$ cat src/rtl/vga_timing_pkg.sv
// Shared VGA raster timing constants and the pixel-memory arbiter state type.
package vga_timing_pkg;
  localparam int unsigned H_ACTIVE  = 640;
  localparam int unsigned H_TOTAL   = 800;
  localparam int unsigned V_ACTIVE  = 480;
  localparam int unsigned V_TOTAL   = 525;
  localparam int unsigned LOOKAHEAD = 2;

  typedef enum logic [1:0] {
    ST_DISP,
    ST_WRITE,
    ST_ACK
  } arb_state_t;
endpackage

$ cat src/rtl/raster_lookahead.sv
// Combinational raster position + AHEAD with column/row wrap and visible-area flag.
module raster_lookahead
  import vga_timing_pkg::*;
#(
  parameter int unsigned TOTAL_COLS  = H_TOTAL,
  parameter int unsigned TOTAL_ROWS  = V_TOTAL,
  parameter int unsigned ACTIVE_COLS = H_ACTIVE,
  parameter int unsigned ACTIVE_ROWS = V_ACTIVE,
  parameter int unsigned AHEAD       = LOOKAHEAD
) (
  input  logic [9:0] i_Col,
  input  logic [9:0] i_Row,
  output logic [9:0] o_Col,
  output logic [9:0] o_Row,
  output logic       o_Visible
);
  logic [10:0] col_sum;
  logic [10:0] row_sum;

  // AHEAD is smaller than a line, so at most one column wrap per step.
  always_comb begin
    col_sum = {1'b0, i_Col} + 11'(AHEAD);
    row_sum = {1'b0, i_Row};
    if (col_sum >= 11'(TOTAL_COLS)) begin
      col_sum = col_sum - 11'(TOTAL_COLS);
      row_sum = row_sum + 11'd1;
    end
    if (row_sum >= 11'(TOTAL_ROWS)) begin
      row_sum = '0;
    end
    o_Col     = col_sum[9:0];
    o_Row     = row_sum[9:0];
    o_Visible = (o_Col < 10'(ACTIVE_COLS)) && (o_Row < 10'(ACTIVE_ROWS));
  end
endmodule

$ cat src/rtl/vga_mem_arbiter.sv
// Shares a single-port pixel memory between VGA scanout (reads two pixels
// ahead of the raster count) and a pixel writer that only gets idle slots.
module vga_mem_arbiter
  import vga_timing_pkg::*;
#(
  parameter int unsigned TOTAL_COLS  = H_TOTAL,
  parameter int unsigned TOTAL_ROWS  = V_TOTAL,
  parameter int unsigned ACTIVE_COLS = H_ACTIVE,
  parameter int unsigned ACTIVE_ROWS = V_ACTIVE,
  parameter int unsigned ADDR_WIDTH  = 19,
  parameter int unsigned DATA_WIDTH  = 12
) (
  input  logic                  CLK,
  input  logic                  RST,
  input  logic [9:0]            CountCol,
  input  logic [9:0]            CountRow,
  input  logic                  i_Wr_Req,
  input  logic [ADDR_WIDTH-1:0] i_Wr_Addr,
  input  logic [DATA_WIDTH-1:0] i_Wr_Data,
  output logic                  o_Wr_Ack,
  output logic                  o_Mem_En,
  output logic                  o_Mem_We,
  output logic [ADDR_WIDTH-1:0] o_Mem_Addr,
  output logic [DATA_WIDTH-1:0] o_Mem_WData,
  input  logic [DATA_WIDTH-1:0] i_Mem_RData,
  output logic [DATA_WIDTH-1:0] o_Pixel_Data,
  output logic                  o_Pixel_Valid,
  output logic                  o_Frame_Start
);
  arb_state_t            state, state_next;
  logic [9:0]            la_col, la_row;
  logic                  fetch, la_origin, wr_issue;
  logic [ADDR_WIDTH-1:0] rd_addr, fetch_addr;
  logic                  vis_d1, vis_d2, fs_d1, fs_d2, ack_q;
  logic [DATA_WIDTH-1:0] pix_q;

  raster_lookahead #(
    .TOTAL_COLS (TOTAL_COLS),
    .TOTAL_ROWS (TOTAL_ROWS),
    .ACTIVE_COLS(ACTIVE_COLS),
    .ACTIVE_ROWS(ACTIVE_ROWS),
    .AHEAD      (LOOKAHEAD)
  ) u_lookahead (
    .i_Col    (CountCol),
    .i_Row    (CountRow),
    .o_Col    (la_col),
    .o_Row    (la_row),
    .o_Visible(fetch)
  );

  assign la_origin  = (la_col == '0) && (la_row == '0);
  assign fetch_addr = la_origin ? '0 : rd_addr;

  always_comb begin
    state_next = state;
    wr_issue   = 1'b0;
    case (state)
      ST_DISP: begin
        if (!fetch && i_Wr_Req) begin
          wr_issue   = 1'b1;
          state_next = ST_WRITE;
        end
      end
      ST_WRITE: state_next = ST_ACK;
      ST_ACK:   state_next = ST_DISP;
      default:  state_next = ST_DISP;
    endcase
  end

  // Port drive is combinational from the count so a read returns in time;
  // gating with RST keeps every output at 0 while reset is asserted.
  always_comb begin
    o_Mem_En    = 1'b0;
    o_Mem_We    = 1'b0;
    o_Mem_Addr  = '0;
    o_Mem_WData = '0;
    if (!RST) begin
      if (fetch) begin
        o_Mem_En   = 1'b1;
        o_Mem_Addr = fetch_addr;
      end else if (wr_issue) begin
        o_Mem_En    = 1'b1;
        o_Mem_We    = 1'b1;
        o_Mem_Addr  = i_Wr_Addr;
        o_Mem_WData = i_Wr_Data;
      end
    end
  end

  // Ack is registered off ST_WRITE, so it appears once the write has settled.
  always_ff @(posedge CLK or posedge RST) begin
    if (RST) begin
      state   <= ST_DISP;
      rd_addr <= '0;
      vis_d1  <= 1'b0;
      vis_d2  <= 1'b0;
      fs_d1   <= 1'b0;
      fs_d2   <= 1'b0;
      pix_q   <= '0;
      ack_q   <= 1'b0;
    end else begin
      state <= state_next;
      if (fetch) begin
        rd_addr <= fetch_addr + ADDR_WIDTH'(1);
      end
      vis_d1 <= fetch;
      fs_d1  <= fetch && la_origin;
      vis_d2 <= vis_d1;
      fs_d2  <= fs_d1;
      pix_q  <= vis_d1 ? i_Mem_RData : '0;
      ack_q  <= (state == ST_WRITE);
    end
  end

  assign o_Pixel_Data  = pix_q;
  assign o_Pixel_Valid = vis_d2;
  assign o_Frame_Start = fs_d2;
  assign o_Wr_Ack      = ack_q;
endmodule

$ cat config.mk
export PLATFORM = sky130hd
export DESIGN_NAME = vga_mem_arbiter
export DESIGN_NICKNAME = d
export VERILOG_FILES = /design/src/rtl/vga_timing_pkg.sv /design/src/rtl/raster_lookahead.sv /design/src/rtl/vga_mem_arbiter.sv
export SDC_FILE = /design/constraint.sdc
export NUM_CORES = 1
export LEC_CHECK = 0
export CORE_ASPECT_RATIO = 0.5
export CORE_MARGIN = 2
export CORE_UTILIZATION = 35
export DETAILED_ROUTE_END_ITERATION = 10
export PLACE_DENSITY = 0.67
export SETUP_SLACK_MARGIN = 0.02
export SLEW_MARGIN = 20
export SYNTH_ARGS = -nofsm -noshare
export SYNTH_HDL_FRONTEND = slang
export SYNTH_SLANG_ARGS = --single-unit
export TNS_END_PERCENT = 50
$ cat constraint.sdc
create_clock -name CLK -period 15.8 [get_ports CLK]
set_clock_uncertainty 0.15 [all_clocks]
set_input_delay 3.95 -clock CLK [delete_from_list [all_inputs] [get_ports CLK]]
set_output_delay 3.95 -clock CLK [all_outputs]
set_load 0.05 [all_outputs]
==> flow_summary.toml <==
[power_and_ir_drop]
peakVddDrop_mv = 0.0380
pwr-share-clk_pct = 27.5
p_sw_mw = 0.135
p_per_area_mw_per_mm2 = 87.4
seq_power_share_pct = 35.5
internal-power_mw = 0.232
switching_share_pct = 36.8
power.leakage_nw = 1.55
combPwrFrac_pct = 37.0

[routing]
vias = 2760
drc = 0
firstDrtPassIters = 4
drt_wl_total_um = 7060
drtIter0Drc = 79
viasPerCell = 5.10
ant_nets = 0
wl_per_cell_um = 13.0

[layout]
area_growth_pct = 44.6
fill_cells = 738
nets = 498
fin_cells = 541
layout-drive-gt1-share_pct = 6.29
diodes = 0

[min_path]
hold_path_startpoint = "fs_d1"
hold_end = "o_Frame_Start"
hold_path_depth = 0
hold_class = "register to register"

[yosys]
synth.top_cell.area_share_pct = 32.7
synth_seq_cells = 38
synthArstFlopShare_pct = 100
syn_nets = 403
ys_warn_count = 0
synth_top_cell_by_area = "dfrtp_1"
ys_seq_area_share_pct = 32.7
synth_edf_count = 0
synth_area_per_cell_um2 = 8.72
netlist_area_mm2 = 0.00290
syn_inst = 333
yosysUniqueCellTypes = 56
synthFlopType = "dfrtp_1"
yosys-top-cells-area = "dfrtp_1 (33%), nand3_1 (6.2%), and2_1 (5.8%)"

[run]
maxCapViolations = 0

[clock_network]
post-cts-setup-buffer-count = 0
clock_latency_ps = 280
clkSlewWorstSetupHoldPaths_ps = 50
cts_max_path_buffers = 2
cts.sinks = 38
cts_hold_buf = 0
cts_buffers = 5
cts_tree = "built"
post_cts_resized = 0
cts-root-buf = "clkbuf_16"
htreeDepth = 2

[timing]
max_slew_margin_pct = 29.4
finalMaxSlewViolations = 0
hold_viol_final = 0
rsz0062_at_grt = "false"
fmax_ghz = 0.0748
setup_viol = 0
period_minus_slack_ps = 13370
final.setup.tns_ps = 0
tightest_slew_ps = 1060
fin_crit_sh_pct = 84.6

[place]
port_buffers = 113
dp_cells = 533
gp_routability_congestion = 0.810
dp_hpwl_um = 5120

[global_route]
antenna_found_initial = 0
overflow = 0
grt_max_degree = 58
grt_util_all_layers_pct = 15.9
grt_pass1_wl_um = 11800
grt_pass1_vias = 2522

[setup_path]
r2r-end = "rd_addr[18]"
cp-start-kind = "primary input"
worstSetupEndpointType = "primary output"
timing.rr.start = "rd_addr[0]"
reg2reg_setup_slack_ps = 13580
worstPathArrival_ps = 9270
crit_required_ps = 11700
critPathKind = "primary input to primary output"
crit_path_max_fanout = 35
rr_worst_depth = 7

[floorplan]
die_x_um = 133
start_util_pct = 36.2
die_y_um = 68.4
placement_rows = 23
dieArea_mm2 = 0.00909
core_mm2 = 0.00803
io_pins = 114

[run_status]
status = "finished, final reports clean"
## synthesized netlist by cell type (3+ instances only)
cell / instances
dfrtp_1: 38
nand3_1: 36
and2_1: 27
a21oi_1: 19
o2bb2ai_1: 19
nand2_1: 18
and3_1: 12
clkbuf_1: 11
o21ai_0: 10
buf_2: 9
xor2_1: 9
a31oi_1: 8
nor2_1: 8
or3_1: 8
xnor2_1: 8
nor2b_1: 7
o31ai_1: 7
or4_1: 7
o211ai_1: 6
and4_1: 5
nand4_1: 5
ha_1: 4
nor3_1: 4
buf_6: 3
inv_1: 3
nor4_1: 3
o21a_1: 3
o21ba_2: 3
## worst max-delay path by stage
stage	from	to	slack, ps
2_1_floorplan	CountCol[1]	o_Mem_Addr[16]	4270
3_3_place_gp	CountCol[2]	o_Mem_Addr[0]	2520
3_5_place_dp	CountCol[2]	o_Mem_Addr[0]	2420
4_1_cts	CountCol[2]	o_Mem_Addr[0]	2410
5_1_grt	CountCol[2]	o_Mem_Addr[0]	1960
6_report	CountCol[2]	o_Mem_Addr[0]	2430
## cells by family (layout without fill, tap and decap cells)
kind of cell	after synthesis	after routing	synth area share (%)
and+or+nand+nor	150	150	30.1
AOI/OAI and AO/OA	91	91	23.9
DFF	38	38	32.7
buffers and inverters	31	127	5.51
xor gates and xnor gates	17	17	5.13
adders and majority gates	4	4	1.72
muxes	2	2	0.905
## cells in the final DEF (no fill, tap or decap), types with 3 or more instances in the layout
| cell | count |
|---|---|
| clkdlybuf4s50_1 | 113 |
| dfrtp_1 | 38 |
| nand3_1 | 36 |
| and2_1 | 27 |
| a21oi_1 | 19 |
| o2bb2ai_1 | 19 |
| nand2_1 | 18 |
| and3_1 | 12 |
| o21ai_0 | 10 |
| xor2_1 | 9 |
| a31oi_1 | 8 |
| nor2_1 | 8 |
| xnor2_1 | 8 |
| or3_1 | 8 |
| nor2b_1 | 7 |
| o31ai_1 | 7 |
| or4_1 | 7 |
| o211ai_1 | 6 |
| and4_1 | 5 |
| nand4_1 | 5 |
| clkbuf_16 | 5 |
| nor3_1 | 4 |
| ha_1 | 4 |
| o21a_1 | 3 |
| o21ba_2 | 3 |
| nor4_1 | 3 |
## final cells by class
cell class,instances,area [um2],share of cell area (%)
clock buffer,6,139,3.31
clock inverter,2,12.5,0.298
inverter,4,18.8,0.447
multi-input combinational,264,1790,42.7
sequential,38,951,22.6
tap,112,140,3.34
timing repair buffer,115,1150,27.3
## through the flow
| step | cell area (um2) | power (mW) | hold slack (ps) | worst slack, ps | utilization [%] |
|---|---|---|---|---|---|
| global placement | 4050 | 0.267 | 185 | 2520 | 50.4 |
| CTS | 4200 | 0.371 | 205 | 2410 | 52.3 |
| finish | 4200 | 0.367 | 199 | 2430 | 52.3 |
| detailed placement | 4050 | 0.268 | 192 | 2420 | 50.4 |
| floorplan | 2900 | 0.219 | 181 | 4270 | - |
| global route | 4200 | 0.390 | 219 | 1960 | 52.3 |
## state kept, by name, summed over array words and instances, names as in the netlist
register / count
fs_d1: 1
o_Frame_Start: 1
o_Pixel_Data: 12
o_Pixel_Valid: 1
o_Wr_Ack: 1
rd_addr: 19
state: 2
vis_d1: 1
## power by group through the flow
stage | combinational [mW] | clock, mW | sequential (mW)
final | 0.136 | 0.101 | 0.130
after global routing | 0.147 | 0.109 | 0.133
after floorplan | 0.0827 | 0 | 0.136
after detailed placement | 0.137 | 0 | 0.131
after CTS | 0.137 | 0.104 | 0.130
after global placement | 0.135 | 0 | 0.131
## metal layers
| layer | global-route usage, % | share of wire (%) | routed length (um) | vias to the layer above |
|---|---|---|---|---|
| met1 | 21.0 | 49 | 3490 | 1247 |
| met2 | 27.5 | 46 | 3220 | 69 |
| met4 | 4.03 | 0.88 | 62 | 0 |
| met5 | 0 | 0 | 0 | - |
| li1 | - | - | - | 1437 |
| met3 | 2.89 | 4.1 | 287 | 7 |
## worst max-delay path, cell delays in order
cell and delay (ps):
clkdlybuf4s50_1 560, ha_1 360, and3_1 290, xnor2_1 170, ha_1 240, o21ai_1 210, o21a_4 290, a211oi_1 240
o221ai_2 180, o311ai_4 290, buf_4 340, inv_4 180, nor3_4 890, o2bb2ai_1 210, clkdlybuf4s50_1 840
No activity file was read; power rests on OpenSTA's default activity.
